**src/rtl/laser_seq_ctrl.sv**
```systemverilog
// Laser sequencer: arm delay, bounded on-time, cool-down and latched fault state.
// Optional macro LASER_ACTIVE_CHECK_EN adds laser_active gating and interlock fault.
module laser_seq_ctrl #(
   parameter int CNT_W    = 24,
   parameter int ARM_DLY  = 1000,
   parameter int MAX_ON   = 1000000,
   parameter int COOL_DLY = 5000,
   parameter int DEB_LEN  = 4
) (
   input  logic       clk,
   input  logic       rstn,
   input  logic       req_modulate,
   input  logic       req_cw,
   input  logic       req_off,
   input  logic       fault_clear,
   input  logic       Analog_power_Good,
   input  logic       shutdown_n,
   input  logic       laser_active,
   output logic       modulate_on,
   output logic       cw_on,
   output logic [2:0] seq_state,
   output logic       fault,
   output logic [2:0] fault_code,
   output logic       pg_ok
);

   typedef enum logic [2:0] {
      S_IDLE = 3'd0, S_ARM = 3'd1, S_MOD = 3'd2, S_CW = 3'd3, S_COOL = 3'd4, S_FAULT = 3'd5
   } state_t;

   typedef enum logic [2:0] {
      FC_NONE = 3'd0, FC_SHUTDOWN = 3'd1, FC_POWER = 3'd2, FC_TIMEOUT = 3'd3, FC_INTERLOCK = 3'd4
   } fcode_t;

   localparam longint CNT_LIM = longint'(1) << CNT_W;
   localparam int DEB_W = (DEB_LEN > 1) ? $clog2(DEB_LEN) : 1;
   localparam logic [CNT_W-1:0] ARM_LAST  = CNT_W'(ARM_DLY - 1);
   localparam logic [CNT_W-1:0] MAX_LAST  = CNT_W'(MAX_ON - 1);
   localparam logic [CNT_W-1:0] COOL_LAST = CNT_W'(COOL_DLY - 1);
   localparam logic [DEB_W-1:0] DEB_LAST  = DEB_W'(DEB_LEN - 1);

   if (CNT_W < 1 || CNT_W > 62 || ARM_DLY < 1 || COOL_DLY < 1 || DEB_LEN < 1 || MAX_ON < 0 ||
       longint'(ARM_DLY) > CNT_LIM || longint'(MAX_ON) > CNT_LIM ||
       longint'(COOL_DLY) > CNT_LIM) begin : g_bad_cfg
      $error("laser_seq_ctrl: delay parameters out of range for CNT_W");
   end

   state_t           r_state, w_state_nxt;
   logic [CNT_W-1:0] r_cnt, w_cnt_nxt;
   logic             r_cw_mode, w_cw_mode_nxt;
   logic [2:0]       r_fault_code, w_code_nxt;
   fcode_t           w_cause;
   logic             r_mod_on, r_cw_on, r_fault;
   logic             r_pg_ok;
   logic [DEB_W-1:0] r_deb_cnt;
   logic             w_on;
   logic             w_req_la_ok, w_la_lost;

`ifdef LASER_ACTIVE_CHECK_EN
   assign w_req_la_ok = laser_active;
   assign w_la_lost   = ~laser_active;
`else
   logic w_unused_la;
   assign w_unused_la = laser_active;
   assign w_req_la_ok = 1'b1;
   assign w_la_lost   = 1'b0;
`endif

   assign w_on = (r_state == S_MOD) || (r_state == S_CW);

   // NOTE: every signal gets a default first so no path through the block infers a latch.
   always_comb begin
      w_state_nxt   = r_state;
      w_cnt_nxt     = r_cnt;
      w_cw_mode_nxt = r_cw_mode;
      w_code_nxt    = r_fault_code;
      w_cause       = FC_NONE;

      if (r_state inside {S_ARM, S_MOD, S_CW, S_COOL}) begin
         if (!shutdown_n)                                            w_cause = FC_SHUTDOWN;
         else if (!r_pg_ok)                                          w_cause = FC_POWER;
         else if (w_on && w_la_lost)                                 w_cause = FC_INTERLOCK;
         else if (w_on && (MAX_ON != 0) && (r_cnt == MAX_LAST))      w_cause = FC_TIMEOUT;
      end

      if (w_cause != FC_NONE) begin
         w_state_nxt = S_FAULT;
         w_cnt_nxt   = '0;
         w_code_nxt  = w_cause;
      end else begin
         case (r_state)
            S_IDLE: begin
               if ((req_modulate || req_cw) && r_pg_ok && shutdown_n && w_req_la_ok) begin
                  w_state_nxt   = S_ARM;
                  w_cnt_nxt     = '0;
                  w_cw_mode_nxt = ~req_modulate;
               end
            end
            S_ARM: begin
               if (req_off) begin
                  w_state_nxt = S_IDLE;
                  w_cnt_nxt   = '0;
               end else if (r_cnt == ARM_LAST) begin
                  w_state_nxt = r_cw_mode ? S_CW : S_MOD;
                  w_cnt_nxt   = '0;
               end else begin
                  w_cnt_nxt = r_cnt + CNT_W'(1);
               end
            end
            S_MOD, S_CW: begin
               if (req_off) begin
                  w_state_nxt = S_COOL;
                  w_cnt_nxt   = '0;
               end else if (r_cnt != '1) begin
                  w_cnt_nxt = r_cnt + CNT_W'(1);
               end
            end
            S_COOL: begin
               if (r_cnt == COOL_LAST) begin
                  w_state_nxt = S_IDLE;
                  w_cnt_nxt   = '0;
               end else begin
                  w_cnt_nxt = r_cnt + CNT_W'(1);
               end
            end
            S_FAULT: begin
               if (fault_clear && shutdown_n && r_pg_ok) begin
                  w_state_nxt = S_COOL;
                  w_cnt_nxt   = '0;
                  w_code_nxt  = FC_NONE;
               end
            end
            default: begin
               w_state_nxt = S_IDLE;
               w_cnt_nxt   = '0;
            end
         endcase
      end
   end

   // NOTE: sequential state uses non-blocking assignments so all registers update together.
   always_ff @(posedge clk) begin
      if (!rstn) begin
         r_state      <= S_IDLE;
         r_cnt        <= '0;
         r_cw_mode    <= 1'b0;
         r_fault_code <= FC_NONE;
         r_mod_on     <= 1'b0;
         r_cw_on      <= 1'b0;
         r_fault      <= 1'b0;
      end else begin
         r_state      <= w_state_nxt;
         r_cnt        <= w_cnt_nxt;
         r_cw_mode    <= w_cw_mode_nxt;
         r_fault_code <= w_code_nxt;
         r_mod_on     <= (w_state_nxt == S_MOD);
         r_cw_on      <= (w_state_nxt == S_CW);
         r_fault      <= (w_state_nxt == S_FAULT);
      end
   end

   // Debounce: pg_ok flips after DEB_LEN consecutive samples that disagree with it.
   always_ff @(posedge clk) begin
      if (!rstn) begin
         r_pg_ok   <= 1'b0;
         r_deb_cnt <= '0;
      end else if (Analog_power_Good != r_pg_ok) begin
         if (r_deb_cnt == DEB_LAST) begin
            r_pg_ok   <= Analog_power_Good;
            r_deb_cnt <= '0;
         end else begin
            r_deb_cnt <= r_deb_cnt + DEB_W'(1);
         end
      end else begin
         r_deb_cnt <= '0;
      end
   end

   assign modulate_on = r_mod_on;
   assign cw_on       = r_cw_on;
   assign seq_state   = r_state;
   assign fault       = r_fault;
   assign fault_code  = r_fault_code;
   assign pg_ok       = r_pg_ok;

endmodule

```
**config.mk**
```make
export PLATFORM = sky130hd
export DESIGN_NAME = laser_seq_ctrl
export DESIGN_NICKNAME = d
export VERILOG_FILES = /design/src/rtl/laser_seq_ctrl.sv
export SDC_FILE = /design/constraint.sdc
export NUM_CORES = 1
export LEC_CHECK = 0
export BUFFER_PORTS_ARGS = -buffer_cell sky130_fd_sc_hd__buf_2
export CORE_UTILIZATION = 30
export CTS_CLUSTER_DIAMETER = 100
export DETAILED_ROUTE_END_ITERATION = 7
export GPL_ROUTABILITY_DRIVEN = 1
export SYNTH_ARGS = -nofsm -noshare
export SYNTH_HDL_FRONTEND = slang
export SYNTH_SLANG_ARGS = --single-unit
```
**constraint.sdc**
```tcl
create_clock -name clk -period 6.05 [get_ports clk]
set_clock_uncertainty 0.1 [all_clocks]
set_input_delay 0.3025 -clock clk [delete_from_list [all_inputs] [get_ports clk]]
set_output_delay 0.3025 -clock clk [all_outputs]
set_load 0.1 [all_outputs]
```
==> impl_metrics.yaml, run 1 <==
grt:
  grt_max_degree: 27
  grt_overflow: 0
  first_global_vias: 1675
  grt_pass1_wl_um: 8114
  antenna_found_initial: 0
  grt_usage_pct: 14.25
place:
  place_ws_ns: 2.959
  dp_hpwl_um: 3365
  place_congestion: 0.8247
  io_buffers: 16
timing:
  worstMarginPinSlew_ns: 1.214
  final_max_slew_viol_count: 0
  fin_crit_ns: 3.140
  maxSlewHeadroom_pct: 18.50
  holdWs_ns: 0.1268
  setup_ws_ns: 2.910
  rsz0062_at_grt: "false"
  finalSetupViolations: 0
  fin_crit_sh_pct: 51.90
  tns_ns: 0
  timing.fmax_ghz: 0.3185
  hold_violations: 0
power_and_ir_drop:
  clkPwrFrac_pct: 21.5
  share_seq_of_total_power_pct: 33.8
  switchingPower_mw: 0.3941
  ir_drop_v: 0.00009514
  power_frac_comb_pct: 44.6
  total_power_mw: 0.8208
  internal_power_mw: 0.4268
  p_leak_nw: 0.6989
  power_density_nw_per_um2: 369.0
  switching_share_pct: 48.01
die:
  die_h_um: 84.05
  num_io_pins: 19
  core_area_sq_um: 6422
  die_area_sq_um: 7064
  num_rows: 29
  start_util_pct: 31.44
  chipWidth_um: 84.05
run_status:
  violations: "design-rule violations"
  outcome: "finished, violations left"
synth:
  synth_edf_count: 0
  yosys_register_bits: 36
  async_flop_share_pct: 0
  synth_most_common_cell: "dfxtp_1"
  synth_commonest_cells: "dfxtp_1 (36), nand2_1 (24), nor2_1 (24)"
  synth_nets: 255
  syn_area_sq_um: 2019
  synth.area.top_cells: "dfxtp_1 (36%), nand3_1 (5.5%), nand2_1 (4.5%), nor2_1 (4.5%), or4_1 (4.5%)"
  seq_area_frac_synth_pct: 35.69
  synth_ff_type: "dfxtp_1"
  ys_types: 54
  yosys.area.top_type_share_pct: 35.69
  yosys_warnings: 0
  synthCells: 244
  synth.largest_area_cell: "dfxtp_1"
  syn_avg_cell_area_sq_um: 8.276
hold_path:
  worst_hold_path_type: "primary input to flop"
detailed_routing:
  wl_per_cell_um: 14.63
  dr.pass1.iters: 6
  drtAntennaViolNets: 0
  drt-total-wl_um: 4885
  vias_per_cell: 5.635
  route.vias.total: 1882
  drtIter0Drc: 139
  drc: 12
job:
  drv_cap: 0
final_layout:
  final_nets: 267
  n_antenna_cell: 0
  drive_gt1_share_pct: 13.62
  n_fill_cell: 676
  seq_area_sq_um: 720.7
  area_growth_pct: 10.16
  multi_input_area_sq_um: 1226
clocking:
  clk_pin_slew_ns: 0.07
  htree_levels: 2
  cts.hold.buffers_added: 0
  clock_tree.buffer_depth: 2
  cts_resized: 0
  root_buffer: "clkbuf_8"
  clk_latency_ns: 0.28
  clock-sinks: 36
  cts_buffers: 5
  post-cts-setup-buffers: 0
  tritoncts: "built"
setup_path:
  crit_path_start_kind: "flop"
  crit_required_ns: 6.13
  arrival_ns: 3.22
  critical_path_class: "flop to flop"
  end_kind: "flop"
  cp_max_fo: 26
==> layer usage <==
| metal | vias up | track usage [%] | wire length [um] |
|---|---|---|---|
| li1 | 943 | - | - |
| met1 | 891 | 19.49 | 2354 |
| met2 | 41 | 22.13 | 2265 |
| met3 | 7 | 3.165 | 205 |
| met4 | 0 | 4.545 | 60 |
| met5 | - | 0 | 0 |
==> critical path, stage by stage, from the launching register on <==
cell and delay, ns:
dfxtp_1 0.39, ha_1 0.25, nand4_1 0.24, or4_1 0.68, o21ai_2 0.84, nor3_2 0.22, a32o_1 0.30
==> metrics by stage <==
step	instances	util (%)	area, sq um
4_1_cts	334	34.64	2225
6_report	334	34.64	2225
3_3_place_gp	326	33.24	2135
2_1_floorplan	244	-	2019
5_1_grt	334	34.64	2225
3_5_place_dp	326	33.24	2135
==> cells by family after synthesis <==
kind of cell    after synthesis  share of synthesized area (%)
compound gates               52                          18.65
xor+xnor                      7                          3.036
fa+ha+maj                     2                          1.239
buf+inv                      14                          3.593
flops                        36                          35.69
mux                           1                         0.4957
other cells                   1                         0.1857
simple gates                131                          37.11
==> flip-flops by register name (all words and copies together), names as in the netlist <==
| signal | count |
|---|---|
| cw_on | 1 |
| r_cnt | 24 |
| fault | 1 |
| r_deb_cnt | 2 |
| fault_code | 2 |
| pg_ok | 1 |
| seq_state | 3 |
| modulate_on | 1 |
| r_cw_mode | 1 |
==> path summary, 6_finish.rpt <==
| check | startpoint | end | slack, ns | depth (start not counted) |
|---|---|---|---|---|
| max | r_cnt[0]$_SDFFE_PP0P_ | r_cnt[11]$_SDFFE_PP0P_ | 2.91 | 6 |
| min | req_modulate | r_cw_mode$_SDFFE_PN0P_ | 0.13 | 2 |
| max reg2reg | r_cnt[0]$_SDFFE_PP0P_ | r_cnt[11]$_SDFFE_PP0P_ | 2.91 | 6 |
| min reg2reg | r_deb_cnt[0]$_SDFF_PP0_ | r_deb_cnt[0]$_SDFF_PP0_ | 0.35 | 1 |
==> placed cells by master, fill, tap and decap left out, types with 3 or more instances in the layout <==
cell and instances:
a21oi_1 8, a31oi_1 12, a32o_1 5, and3_1 3, buf_2 16, clkbuf_8 6
dfxtp_1 36, inv_1 3, nand2_1 24, nand3_1 22, nand4_1 4, nor2_1 24
nor2b_1 4, nor3_1 7, nor4_1 3, nor4bb_1 4, o21a_1 3, o21ai_0 3
o21ai_1 5, o21ai_2 3, or4_1 12, xnor2_1 5
==> power groups by stage <==
stage / logic [mW] / registers [mW] / clock network (mW)
after global routing: 0.396 / 0.282 / 0.194
after detailed placement: 0.365 / 0.283 / 0
after global placement: 0.367 / 0.283 / 0
after floorplan: 0.230 / 0.361 / 0
after CTS: 0.366 / 0.277 / 0.182
final: 0.366 / 0.278 / 0.177
==> final cells by class <==
class	count	share of cell area (%)
clock buffers	8	4.050
inverters	3	0.5062
multi-input cells	194	55.12
flip-flops and latches	36	32.40
well taps	77	4.331
repair buffers	16	3.600
Note: power is estimated with default switching activity, not from simulation.
==> run 2, diff against run 1 <==
==> constraint.sdc (replaced) <==
create_clock -name clk -period 3 [get_ports clk]
set_clock_uncertainty 0.1 [all_clocks]
set_input_delay 0.15 -clock clk [delete_from_list [all_inputs] [get_ports clk]]
set_output_delay 0.15 -clock clk [all_outputs]
set_load 0.1 [all_outputs]
==> run 2 against run 1 <==
The flow still finishes with violations (design-rule violations). Cell count increased by 2.4%. Sequential power increased by 97%. Fmax grew 12%. Sequential share of layout area decreased by 0.89 points. Non-clock buffer count grew 8. Combinational power increased by 120%. Wire length grew 1.8%. Critical path type unchanged. Largest cell class unchanged.
==> impl_metrics.yaml, run 2 (synthesis gave the netlist of run 1 again) <==
run_status:
  outcome: "finished, violations left"
  violations: "design-rule violations"
final_layout:
  area_growth_pct: 13.26
  n_fill_cell: 660
  regMostFlops: "r_cnt"
  largest_register_ffs: 24
  drive_gt1_share_pct: 15.85
  layout_commonest_cell: "dfxtp_1"
  n_antenna_cell: 0
  final_cell_mix: "dfxtp_1 (36), nor2_1 (24), nand2_1 (24)"
  seq_area_sq_um: 720.7
  multi_input_area_sq_um: 1226
  final_nets: 275
hold_path:
  hp-start: "shutdown_n"
  whs_endpoint: "fault_code[0]$_SDFFE_PN0P_"
  min_path_cells: 2
  worst_hold_path_type: "primary input to flop"
timing:
  timing.fmax_ghz: 0.3557
  finalSetupViolations: 0
  tns_ns: 0
  fin_crit_ns: 2.812
  setup_ws_ns: 0.1884
  maxSlewHeadroom_pct: 59.56
  rsz0062_at_grt: "false"
  worstMarginPinSlew_ns: 0.6046
  fin_crit_sh_pct: 93.72
  final_max_slew_viol_count: 0
  hold_violations: 0
power_and_ir_drop:
  clkPwrFrac_pct: 21.4
  switchingPower_mw: 0.8205
  power_density_nw_per_um2: 755.8
  share_seq_of_total_power_pct: 31.7
  internal_power_mw: 0.9081
  power_frac_comb_pct: 46.9
  switching_share_pct: 47.46
  ir_drop_v: 0.0002503
  p_leak_nw: 0.7382
setup_path:
  cp_max_fo: 9
  timing.rr.start: "r_cnt[0]$_SDFFE_PP0P_"
  arrival_ns: 2.94
  crit_required_ns: 3.12
  crit_path_start_kind: "flop"
  critical_path_class: "flop to flop"
  cpMaxStageDelayCell: "or4_1"
  end_kind: "flop"
  max_stage_delay_ns: 0.69
  r2r_slack_ns: 0.19
  path_cells: "ha_1 -> nand4_1 -> or4_1 -> o21ai_2 -> buf_4 -> and2_1 -> a31oi_1 -> a21oi_1"
  worstRegToRegCells: 8
  rr_endpoint: "r_cnt[9]$_SDFFE_PP0P_"
die:
  start_util_pct: 31.44
  num_rows: 29
  core_area_sq_um: 6422
  die_h_um: 84.05
  die_area_sq_um: 7064
  num_io_pins: 19
  chipWidth_um: 84.05
clocking:
  cts.hold.buffers_added: 1
  clk_pin_slew_ns: 0.08
  clock_tree.buffer_depth: 2
  htree_levels: 2
  tritoncts: "built"
  clock-sinks: 36
  clk_latency_ns: 0.29
  cts_resized: 0
  post-cts-setup-buffers: 0
  root_buffer: "clkbuf_8"
  cts_buffers: 5
grt:
  first_global_vias: 1646
  grt_pass1_wl_um: 8355
  grt_usage_pct: 14.69
  antenna_found_initial: 0
  grt_max_degree: 18
  grt_overflow: 0
place:
  place_ws_ns: 0.2585
  io_buffers: 16
  place_congestion: 0.7776
  dp_hpwl_um: 3521
detailed_routing:
  drtAntennaViolNets: 0
  vias_per_cell: 5.550
  drt-total-wl_um: 4973
  wl_per_cell_um: 14.54
  drc: 12
  dr.pass1.iters: 6
  drtIter0Drc: 138
  route.vias.total: 1898
job:
  drv_cap: 0
-- run 2: worst max-delay path by stage --
stage	start	end	slack [ns]	cells past startpoint
final	r_cnt[0]$_SDFFE_PP0P_	r_cnt[9]$_SDFFE_PP0P_	0.19	8
after floorplan	pg_ok$_SDFFE_PN0P_	r_cnt[19]$_SDFFE_PP0P_	0.18	7
after detailed placement	r_cnt[0]$_SDFFE_PP0P_	r_cnt[3]$_SDFFE_PP0P_	0.26	7
after global placement	r_cnt[0]$_SDFFE_PP0P_	r_cnt[9]$_SDFFE_PP0P_	0.30	8
after CTS	r_cnt[0]$_SDFFE_PP0P_	r_cnt[9]$_SDFFE_PP0P_	0.22	8
after global routing	r_cnt[0]$_SDFFE_PP0P_	r_cnt[3]$_SDFFE_PP0P_	0.09	7
-- run 2: routing by layer --
layer / part of all wire [%] / up-vias / track usage (%)
li1: - / 962 / -
met1: 51 / 900 / 20.18
met2: 44 / 30 / 22.73
met3: 3.2 / 6 / 2.967
met4: 1.3 / 0 / 5.172
met5: 0 / - / 0
-- run 2: critical path: cells and delay by family, from the launching register on --
kind,cells,cell delay [ns]
AOI/OAI and AO/OA,3,0.65
adders and majority gates,1,0.25
buffers and inverters,1,0.24
DFF,1,0.40
and+or+nand+nor,3,1.09
-- run 2: power by group through the flow --
stage / clock [mW] / combinational (mW) / sequential [mW]
finish: 0.370 / 0.811 / 0.548
global route: 0.396 / 0.869 / 0.557
CTS: 0.372 / 0.812 / 0.548
detailed placement: 0 / 0.809 / 0.560
global placement: 0 / 0.798 / 0.558
floorplan: 0 / 0.463 / 0.728
-- run 2: final cells by class --
type                    count  share of cell area, %
well taps                  77                  4.212
repair buffers             24                  6.236
clock buffers               8                  3.939
flip-flops and latches     36                  31.51
multi-input cells         194                  53.61
inverters                   3                 0.4923
-- run 2: metrics by stage --
stage               hold slack (ns)  instances  area, sq um  util [%]  power (mW)
global placement             0.2605        333         2187     34.05       1.357
global route                0.02047        342         2287     35.61       1.821
CTS                         0.01433        342         2287     35.61       1.732
floorplan                    0.1456        244         2019         -       1.191
finish                      0.01589        342         2287     35.61       1.729
detailed placement           0.2655        333         2187     34.05       1.369
==> run 3, diff against run 2 <==
--- a/config.mk
+++ b/config.mk
@@ -6,10 +6,14 @@
 export NUM_CORES = 1
 export LEC_CHECK = 0
 export BUFFER_PORTS_ARGS = -buffer_cell sky130_fd_sc_hd__buf_2
-export CORE_UTILIZATION = 30
+export CELL_PAD_IN_SITES_DETAIL_PLACEMENT = 1
+export CELL_PAD_IN_SITES_GLOBAL_PLACEMENT = 2
+export CORE_MARGIN = 1.5
+export CORE_UTILIZATION = 25
 export CTS_CLUSTER_DIAMETER = 100
 export DETAILED_ROUTE_END_ITERATION = 7
 export GPL_ROUTABILITY_DRIVEN = 1
+export PLACE_DENSITY_LB_ADDON = 0.1
 export SYNTH_ARGS = -nofsm -noshare
 export SYNTH_HDL_FRONTEND = slang
 export SYNTH_SLANG_ARGS = --single-unit
==> run 3 against run 2 <==
The flow now finishes without violations. Utilization decreased by 4.7 points. Register-to-register slack better by 0.21 ns. First-iteration DRC count decreased by 33%. Critical path depth unchanged. Total power up 3.2%.
==> impl_metrics.yaml, run 3 (synthesis gave the netlist of run 1 again) <==
final_layout:
  n_fill_cell: 932
  final_cell_mix: "dfxtp_1 (36), nor2_1 (24), nand2_1 (24)"
  final_cells: 377
  regMostFlops: "r_cnt"
  final_nets: 286
  layout_commonest_cell: "dfxtp_1"
  n_antenna_cell: 0
  largest_register_ffs: 24
  area_growth_pct: 18.90
  drive_gt1_share_pct: 19.27
detailed_routing:
  vias_per_cell: 5.183
  wl_per_cell_um: 16.58
  drtAntennaViolNets: 0
  route.vias.total: 1954
  drc: 0
  drtIter0Drc: 93
  dr.pass1.iters: 4
  drt-total-wl_um: 6252
place:
  place_congestion: 0.7617
  placed_cells: 369
  io_buffers: 16
  dp_hpwl_um: 4585
power_and_ir_drop:
  p_leak_nw: 0.7952
  clkPwrFrac_pct: 19.0
  share_seq_of_total_power_pct: 30.3
  power_frac_comb_pct: 50.8
  switchingPower_mw: 0.8630
  power_density_nw_per_um2: 742.7
  ir_drop_v: 0.0002156
  internal_power_mw: 0.9203
  switching_share_pct: 48.39
die:
  die_area_sq_um: 8626
  core_area_sq_um: 7767
  num_io_pins: 19
  chipWidth_um: 92.88
  num_rows: 32
  start_util_pct: 26.00
  die_h_um: 92.88
hold_path:
  worst_hold_path_type: "primary input to flop"
setup_path:
  max_stage_delay_ns: 0.40
  crit_required_ns: 3.09
  cp_max_fo: 17
  arrival_ns: 2.69
  end_kind: "flop"
  path_cells: "ha_1 -> nor4bb_1 -> nand4b_1 -> nor4_2 -> buf_4 -> o21a_4 -> nor3_2 -> a32o_1"
  crit_path_start_kind: "flop"
  cpMaxStageDelayCell: "dfxtp_1"
  critical_path_class: "flop to flop"
grt:
  grt_max_degree: 27
  antenna_found_initial: 0
  grt_usage_pct: 15.63
  grt_pass1_wl_um: 10490
  first_global_vias: 1939
  grt_overflow: 0
timing:
  finalSetupViolations: 0
  timing.fmax_ghz: 0.3838
  holdWs_ns: 0.01942
  maxSlewHeadroom_pct: 55.67
  fin_crit_ns: 2.606
  rsz0062_at_grt: "false"
  fin_crit_sh_pct: 86.86
  worstMarginPinSlew_ns: 0.6606
  final_max_slew_viol_count: 0
  hold_violations: 0
  tns_ns: 0
clocking:
  clock-sinks: 36
  htree_levels: 2
  tritoncts: "built"
  clock_tree.buffer_depth: 2
  clk_latency_ns: 0.29
  cts_buffers: 5
  clk_pin_slew_ns: 0.08
  root_buffer: "clkbuf_8"
run_status:
  outcome: "completed"
job:
  drv_cap: 0
[run 3: per-layer routing]
metal | GRT usage [%] | vias to the layer above | wire (um)
li1 | - | 984 | -
met1 | 20.71 | 943 | 3181
met2 | 25.97 | 25 | 2875
met3 | 3.202 | 2 | 164
met4 | 3.409 | 0 | 30
met5 | 0 | - | 0
[run 3: power groups by stage]
stage,Sequential [mW],Clock (mW),Combinational [mW]
6_report,0.540,0.338,0.906
4_1_cts,0.540,0.355,0.920
3_3_place_gp,0.551,0,0.911
3_5_place_dp,0.551,0,0.915
2_1_floorplan,0.728,0,0.463
5_1_grt,0.546,0.374,0.980
[run 3: worst paths after layout]
path / slack [ns] / from / endpoint / cells past startpoint
max reg2reg: 0.39 / r_cnt[0]$_SDFFE_PP0P_ / r_cnt[11]$_SDFFE_PP0P_ / 8
min: 0.02 / Analog_power_Good / pg_ok$_SDFFE_PN0P_ / 3
max: 0.39 / r_cnt[0]$_SDFFE_PP0P_ / r_cnt[11]$_SDFFE_PP0P_ / 8
min reg2reg: 0.34 / r_deb_cnt[0]$_SDFF_PP0_ / r_deb_cnt[0]$_SDFF_PP0_ / 1
[run 3: area by class of cell]
type | count | area (sq um) | area share, %
Timing Repair Buffer | 35 | 237.7 | 9.901
Clock inverter | 1 | 5.005 | 0.2084
Multi-Input combinational cell | 194 | 1226 | 51.07
Sequential cell | 36 | 720.7 | 30.02
Clock buffer | 6 | 72.57 | 3.022
Tap cell | 102 | 127.6 | 5.315
Inverter | 3 | 11.26 | 0.4690
[run 3: timing repair]
item                                    in CTS  in global routing
endpoints found under the setup margin       0                  0
resized for setup                            0                  0
hold buffers                                 1                  0
buffers inserted                             0                  0
endpoints found under the hold margin        1                  0
[run 3: stage by stage]
| step | util [%] | setup WS [ns] | area, sq um | power [mW] |
|---|---|---|---|---|
| floorplan | - | 0.1850 | 2019 | 1.191 |
| global placement | 29.78 | 0.3951 | 2313 | 1.462 |
| detailed placement | 29.78 | 0.3583 | 2313 | 1.466 |
| CTS | 30.91 | 0.3408 | 2401 | 1.815 |
| global route | 30.91 | 0.1881 | 2401 | 1.900 |
| finish | 30.91 | 0.3942 | 2401 | 1.783 |
[run 3: worst max-delay path, delay by kind of cell (launching register included)]
| family | cells | cell delay, ns |
|---|---|---|
| buffers and inverters | 1 | 0.19 |
| adder cells (fa/ha/maj) | 1 | 0.24 |
| flip-flops | 1 | 0.40 |
| AO/OA/AOI/OAI | 2 | 0.52 |
| AND/OR/NAND/NOR | 4 | 1.06 |
